<file path="src/rtl/bus_pkg.sv">
// Shared bus definitions: response codes, slave ids and the layout of a captured transfer record.
package bus_pkg;

    typedef enum logic [1:0] {
        RESP_OKAY  = 2'b00,
        RESP_ERROR = 2'b01,
        RESP_RETRY = 2'b10,
        RESP_SPLIT = 2'b11
    } resp_e;

    localparam logic [1:0] SLV_1 = 2'b01;
    localparam logic [1:0] SLV_2 = 2'b10;
    localparam logic [1:0] SLV_3 = 2'b11;

    // Record layout, MSB first: {lock, master, slave, write, resp, addr[11:0], data[31:0]}
    localparam int REC_W     = 52;
    localparam int DATA_LSB  = 0;
    localparam int ADDR_LSB  = 32;
    localparam int RESP_LSB  = 44;
    localparam int WRITE_BIT = 46;
    localparam int SLV_LSB   = 47;
    localparam int MAS_LSB   = 49;
    localparam int LOCK_BIT  = 51;

endpackage

</file>
<file path="src/rtl/sync_fifo.sv">
// Show-ahead synchronous FIFO; the head entry is visible whenever the FIFO is not empty.
module sync_fifo #(
    parameter int WIDTH = 8,
    parameter int DEPTH = 8
) (
    input  logic             clk,
    input  logic             rst,
    input  logic             wr_en,
    input  logic             rd_en,
    input  logic [WIDTH-1:0] wr_data,
    output logic [WIDTH-1:0] rd_data,
    output logic             full,
    output logic             empty
);
    localparam int AW = $clog2(DEPTH);

    logic [AW:0]      wr_ptr;
    logic [AW:0]      rd_ptr;
    logic [WIDTH-1:0] mem [DEPTH];
    logic             do_rd;
    logic             do_wr;

    // The extra wrap bit distinguishes full from empty when the index bits match.
    assign empty = (wr_ptr == rd_ptr);
    assign full  = (wr_ptr[AW] != rd_ptr[AW]) && (wr_ptr[AW-1:0] == rd_ptr[AW-1:0]);
    assign do_rd = rd_en && !empty;
    assign do_wr = wr_en && (!full || do_rd);

    always_ff @(posedge clk) begin
        if (rst) begin
            wr_ptr <= '0;
            rd_ptr <= '0;
        end else begin
            if (do_wr) wr_ptr <= wr_ptr + 1'b1;
            if (do_rd) rd_ptr <= rd_ptr + 1'b1;
        end
    end

    always_ff @(posedge clk) begin
        if (!rst && do_wr) mem[wr_ptr[AW-1:0]] <= wr_data;
    end

    // Head is forced to zero when empty so stale entries never leak out after reset.
    assign rd_data = empty ? '0 : mem[rd_ptr[AW-1:0]];

endmodule

</file>
<file path="src/rtl/bus_txn_monitor.sv">
// Passive bus observer: records completed transfers, counts responses per slave and
// flags stalls, multi-select and dropped records.
module bus_txn_monitor
    import bus_pkg::*;
#(
    parameter int DEPTH   = 8,
    parameter int CNT_W   = 16,
    parameter int TIMEOUT = 16
) (
    input  logic             CLK,
    input  logic             RST,
    input  logic [15:0]      HADDR,
    input  logic [31:0]      HWDATA,
    input  logic [31:0]      HRDATA,
    input  logic [1:0]       HRESP,
    input  logic             HREADY,
    input  logic [1:0]       HMAS,
    input  logic             HWRITE,
    input  logic             SEL_1,
    input  logic             SEL_2,
    input  logic             SEL_3,
    input  logic             MLOCK,
    input  logic             EN,
    input  logic             CLR,
    input  logic             REC_POP,
    output logic             REC_VALID,
    output logic [REC_W-1:0] REC_DATA,
    output logic [CNT_W-1:0] CNT_S1,
    output logic [CNT_W-1:0] CNT_S2,
    output logic [CNT_W-1:0] CNT_S3,
    output logic [CNT_W-1:0] CNT_ERR,
    output logic [CNT_W-1:0] CNT_SPLIT,
    output logic             OVF,
    output logic             STALL,
    output logic             SEL_FAULT
);
    localparam int                WCNT_W   = $clog2(TIMEOUT + 1);
    localparam logic [WCNT_W-1:0] WCNT_MAX = WCNT_W'(TIMEOUT);

    logic [2:0]        sel_vec;
    logic              any_sel, one_sel, multi_sel, beat, waiting;
    logic              push, pop, drop;
    logic              fifo_full, fifo_empty;
    logic [1:0]        slave;
    logic [REC_W-1:0]  rec;
    logic [WCNT_W-1:0] wcnt, wcnt_next;
    logic [3:0]        unused_addr_hi;

    assign unused_addr_hi = HADDR[15:12];

    assign sel_vec   = {SEL_3, SEL_2, SEL_1};
    assign any_sel   = |sel_vec;
    assign one_sel   = (sel_vec == 3'b001) || (sel_vec == 3'b010) || (sel_vec == 3'b100);
    assign multi_sel = any_sel && !one_sel;
    assign beat      = HREADY && one_sel;
    assign waiting   = any_sel && !HREADY;
    assign push      = beat && EN;
    assign pop       = REC_POP && !fifo_empty;
    assign drop      = push && fifo_full && !pop;

    always_comb begin
        slave = 2'b00;
        if (SEL_1)      slave = SLV_1;
        else if (SEL_2) slave = SLV_2;
        else if (SEL_3) slave = SLV_3;
    end

    always_comb begin
        rec                     = '0;
        rec[LOCK_BIT]           = MLOCK;
        rec[MAS_LSB +: 2]       = HMAS;
        rec[SLV_LSB +: 2]       = slave;
        rec[WRITE_BIT]          = HWRITE;
        rec[RESP_LSB +: 2]      = HRESP;
        rec[ADDR_LSB +: 12]     = HADDR[11:0];
        rec[DATA_LSB +: 32]     = HWRITE ? HWDATA : HRDATA;
    end

    sync_fifo #(
        .WIDTH(REC_W),
        .DEPTH(DEPTH)
    ) u_rec_fifo (
        .clk    (CLK),
        .rst    (RST),
        .wr_en  (push),
        .rd_en  (REC_POP),
        .wr_data(rec),
        .rd_data(REC_DATA),
        .full   (fifo_full),
        .empty  (fifo_empty)
    );

    assign REC_VALID = !fifo_empty;

    function automatic logic [CNT_W-1:0] sat_inc(input logic [CNT_W-1:0] v);
        return (v == '1) ? v : v + 1'b1;
    endfunction

    // Counters advance on every beat, capture-enabled or not; CLR overrides a same-cycle event.
    always_ff @(posedge CLK) begin
        if (RST || CLR) begin
            CNT_S1    <= '0;
            CNT_S2    <= '0;
            CNT_S3    <= '0;
            CNT_ERR   <= '0;
            CNT_SPLIT <= '0;
        end else if (beat) begin
            unique case (resp_e'(HRESP))
                RESP_OKAY: begin
                    if (SEL_1) CNT_S1 <= sat_inc(CNT_S1);
                    if (SEL_2) CNT_S2 <= sat_inc(CNT_S2);
                    if (SEL_3) CNT_S3 <= sat_inc(CNT_S3);
                end
                RESP_ERROR:             CNT_ERR   <= sat_inc(CNT_ERR);
                RESP_RETRY, RESP_SPLIT: CNT_SPLIT <= sat_inc(CNT_SPLIT);
                default: ;
            endcase
        end
    end

    always_comb begin
        wcnt_next = '0;
        if (waiting) wcnt_next = (wcnt == WCNT_MAX) ? wcnt : wcnt + 1'b1;
    end

    always_ff @(posedge CLK) begin
        if (RST) wcnt <= '0;
        else     wcnt <= wcnt_next;
    end

    // Sticky flags; STALL sets on the edge where the wait count reaches the limit.
    always_ff @(posedge CLK) begin
        if (RST || CLR) begin
            OVF       <= 1'b0;
            STALL     <= 1'b0;
            SEL_FAULT <= 1'b0;
        end else begin
            if (drop)                                OVF       <= 1'b1;
            if (multi_sel)                           SEL_FAULT <= 1'b1;
            if (waiting && (wcnt_next == WCNT_MAX))  STALL     <= 1'b1;
        end
    end

endmodule

</file>
<file path="config.mk">
export PLATFORM = sky130hd
export DESIGN_NAME = bus_txn_monitor
export DESIGN_NICKNAME = d
export VERILOG_FILES = /design/src/rtl/bus_pkg.sv /design/src/rtl/sync_fifo.sv /design/src/rtl/bus_txn_monitor.sv
export SDC_FILE = /design/constraint.sdc
export NUM_CORES = 1
export LEC_CHECK = 0
export BUFFER_PORTS_ARGS = -buffer_cell sky130_fd_sc_hd__buf_4
export CORE_AREA = 2 2 220 222
export DETAILED_ROUTE_END_ITERATION = 7
export DIE_AREA = 0 0 222 224
export PLACE_DENSITY = 0.66
export SLEW_MARGIN = 20
export SYNTH_ARGS = -nofsm -noshare
export SYNTH_HDL_FRONTEND = slang
export SYNTH_SLANG_ARGS = --single-unit
</file>
<file path="constraint.sdc">
create_clock -name CLK -period 7.6 [get_ports CLK]
set_input_delay 0.38 -clock CLK [delete_from_list [all_inputs] [get_ports CLK]]
set_output_delay 0.38 -clock CLK [all_outputs]
set_load 0.1 [all_outputs]
</file>
==> summary.md <==
| Metric | Value |
|---|---|
| Post-DP HPWL | around 26 mm |
| Class of the tightest hold or removal check | input port to flop |
| Critical Path Max Stage Delay | a little under 900 ps |
| Synth async-reset ratio | 0% |
| Antenna violations before repair | 1 |
| Worst Path Buf+Inv | 2 |
| Avg Synthesized Cell Area | 16.5 sq um |
| Post-route insts no fill | about 2,200 |
| First-pass GRT wire length | 69.8 mm |
| Worst vdd rail ir drop | about 150 uV |
| Number of buffers created by CTS | 52 |
| Sequential element share of the synthesized area | a little under 70% |
| LEAKAGE | slightly above 8 nW |
| Pre-Repair DR Iteration Count | 6 |
| Final Hold Viols | 0 |
| Rel. slew slack | a little under a third |
| Maximum number of pins on one net before global-route repair | just over 80 |
| Final setup violation count | 0 |
| Power share of the combinational group | between 10% and 20% |
| Critical Path RT | roughly 7200 ps |
| Utilization after layout | a little over half |
| Commonest register cell after synthesis | edfxtp_1 |
| Final global-route overflow total | 0 |
| RSZ-0062 raised after global routing | false |
| Kind of capture point of the worst setup path | output port |
| Placement row count | 80 |
| DR WL/cell | between 20 and 25 um |
| Distinct cell type count of the synthesized netlist | 61 |
| Pint | approximately 4.6 mW |
| Outcome | finished clean |
| Number of global-route vias before repair | between 10,000 and 15,000 |
| Pre-CTS setup slack | ~4000 ps |
| Cell count of the worst hold path | 1 |
| Cell depth of the worst flop-to-flop path | 7 |
| Worst Setup Path Type | flop to output port |
| Switching power as a share of total power | about a quarter |
| Overall via count from detail_route | approximately 12,000 |
| CTS Sinks | a little over 500 |
| Initial core utilization | between 40% and 50% |
| Share of the clock period used by the worst path | roughly half |
| Slack of the critical path | 3890 ps |
| Number of ports placed on the die boundary | between 200 and 250 |
| Total track usage | a little under a fifth |
| Routability Congestion | 0.791 |
| Library cell used as clock root buffer | clkbuf_16 |
| Largest driver fanout on the critical path | 66 |
| Deepest clock path buffer count | 3 |
| Stages on worst setup path | 5 |
| Remaining number of nets flagged by the antenna check after routing | 0 |
| Max Clock Freq | 0.270 GHz |
| Part of the total power dissipated in sequential elements | approximately 50% |
| Maximum level of the CTS H-tree | 2 |
| Chip height | 224 um |
| Critical path arrival | around 3300 ps |
| Final setup TNS | 0 ps |
| Shortest clock period the worst path allows after layout | between 3000 and 4000 ps |
| Drt first-iter violations | between 800 and 900 |
| Most frequent cell on the critical path | buf_4 |
| Number of flops mapped to enable cells by yosys | roughly 420 |
| CP delay by family, top | buffers and inverters |
| Psw | around 1.5 mW |
| Cell breakdown of the critical path | buf_4 -> mux4_2 -> mux2i_1 -> nor2_1 -> buf_4 |
| Area enclosed by the die boundary | ~50,000 sq um |
| TritonCTS clock tree | done |
| Number of synthesized register bits | 515 |
| Proportion of layout cells with a drive suffix above 1 | just over 30% |
| Crit path max-delay cell type | buf_4 |
| Clock slew at the register clock pins of the worst setup and hold paths | 60 ps |
| X dimension of the die | roughly 220 um |
| Worst setup SP type | flop |
| Number of standard cells after synthesis | about 1,300 |
| Clock group share of total power | between 30 and 40% |
| Power density relative to cell area | between 200 and 250 nW/um^2 |
| Area grow syn2layout | 19.6% |
| Highest-count cells in the layout ignoring fill and taps | edfxtp_1 (416), buf_4 (245), nor2_1 (150) |
| Final Net Count | 1,634 |
| Total routed wirelength | around 45 mm |
| Number of warning messages in the yosys log | 0 |
| Post-synthesis instance area | about 21,000 sq um |
| Post-route DRC violation count | 0 |
| # Post-CTS Setup Buffers | 0 |
| Number of buffers inserted by port buffering | about 230 |
| Number of max-cap violations | 0 |
| Cell area reported after detailed placement | about 24,000 sq um |
| Leading cell type in the layout, fill and taps excluded | edfxtp_1 |
| Clock latency reported for the late side of the worst-skew pair | 590 ps |
| Post-route clock skew | 13.3 ps |
| Count of antenna diodes in the layout | 0 |
| Post-synth net total | about 1,400 |
| Worst slew pin tran | 1020 ps |
| Core Footprint | 47,300 sq um |
| Placed Cells incl. Taps | approximately 2,100 |
| Final-report max-slew violation count | 0 |
| Total non-filler cell area in the finished layout | around 25,000 sq um |
| Vias per cell | between 5 and 6 |
## kinds of logic (layout without fill, tap and decap cells)
family / count (synthesis) / in the layout / share of synthesized area [%]
buffers and inverters: 77 / 369 / 1.47
multiplexers: 196 / 196 / 15.6
adder cells (fa/ha/maj): 9 / 9 / 0.533
XOR/XNOR: 74 / 74 / 3.10
flip-flops: 515 / 515 / 68.5
AND/OR/NAND/NOR: 349 / 349 / 8.70
AO/OA/AOI/OAI: 61 / 61 / 2.08
## metal layers
metal / GRT usage [%] / share of wire (%) / vias up
met1: 23.8 / 43 / 5966
met5: 0 / 0.035 / -
met2: 30.8 / 48 / 308
met3: 4.98 / 6.8 / 57
met4: 4.16 / 1.6 / 2
li1: - / - / 5498
## worst register-to-register path: stages, from the launching register on
cell and delay, ps:
dfxtp_1 560, xnor2_1 120, nand3_1 180, o31ai_1 100, buf_4 190, or3b_1 510, nor2_4 510, buf_4 690
## power groups by stage
stage	clock, mW	combinational (mW)	sequential, mW
3_5_place_dp	0	0.717	3.14
4_1_cts	2.45	0.721	3.08
5_1_grt	2.56	0.749	3.08
6_report	2.38	0.710	3.08
2_1_floorplan	0	0.538	3.14
3_3_place_gp	0	0.709	3.14
## timing repair
action / CTS / global route
hold buffers: 9 / 0
setup endpoints to repair: 0 / 0
endpoints found under the hold margin: 67 / 0
resized for setup: 0 / 0
## final cells by class
type                    instances  area (sq um)
clock buffers                  65          1370
clock inverters                32           213
fillers                      3823         22100
inverters                      16          60.1
multi-input cells             689          6410
flip-flops and latches        515         14500
well taps                     615           769
repair buffers                256          1980
## synthesized netlist by cell type, types with 5 or more instances
master | count | area share (%)
xnor2_1 | 66 | 2.7
buf_2 | 12 | 0.28
mux2_2 | 33 | 1.8
mux4_2 | 104 | 11
ha_1 | 9 | 0.53
nand3_1 | 31 | 0.73
inv_1 | 16 | 0.28
nor4_1 | 14 | 0.41
a21oi_1 | 14 | 0.33
and4_1 | 7 | 0.29
buf_1 | 13 | 0.23
nand2_1 | 34 | 0.60
nor2_1 | 153 | 2.7
clkbuf_1 | 34 | 0.60
o21ai_0 | 8 | 0.19
mux2i_1 | 59 | 2.8
xor2_1 | 7 | 0.29
nor3b_1 | 7 | 0.25
or3_1 | 8 | 0.24
dfxtp_1 | 99 | 9.4
and3_1 | 6 | 0.18
a211oi_1 | 12 | 0.43
nor2b_1 | 5 | 0.15
edfxtp_1 | 416 | 59
nor3_1 | 29 | 0.69
nand4_1 | 18 | 0.53
## path summary, 6_finish.rpt
path / endpoint / slack [ps] / startpoint
setup / recovery: REC_DATA[46] / 3890 / flop
hold / removal: u_rec_fifo.mem[6][37] / 40 / HADDR[5]
setup reg to reg: u_rec_fifo.mem[6][48] / 4330 / u_rec_fifo.wr_ptr[2]
hold reg to reg: OVF / 460 / OVF
## metrics by stage
stage                     total power, mW  hold WS [ps]
final                                6.17          35.5
after global routing                 6.39          7.90
after CTS                            6.25         0.965
after detailed placement             3.86           443
after global placement               3.85           440
after floorplan                      3.67           471
## sequential cells by signal, indices dropped and copies added, names as in the netlist, named ones only
name and flops:
STALL 1, CNT_ERR 16, SEL_FAULT 1, CNT_S2 16, CNT_S3 16, wcnt 5
u_rec_fifo.wr_ptr 4, u_rec_fifo.rd_ptr 4, CNT_SPLIT 16, u_rec_fifo.mem 416, OVF 1, CNT_S1 16
Power figures use the tool's default switching activity.
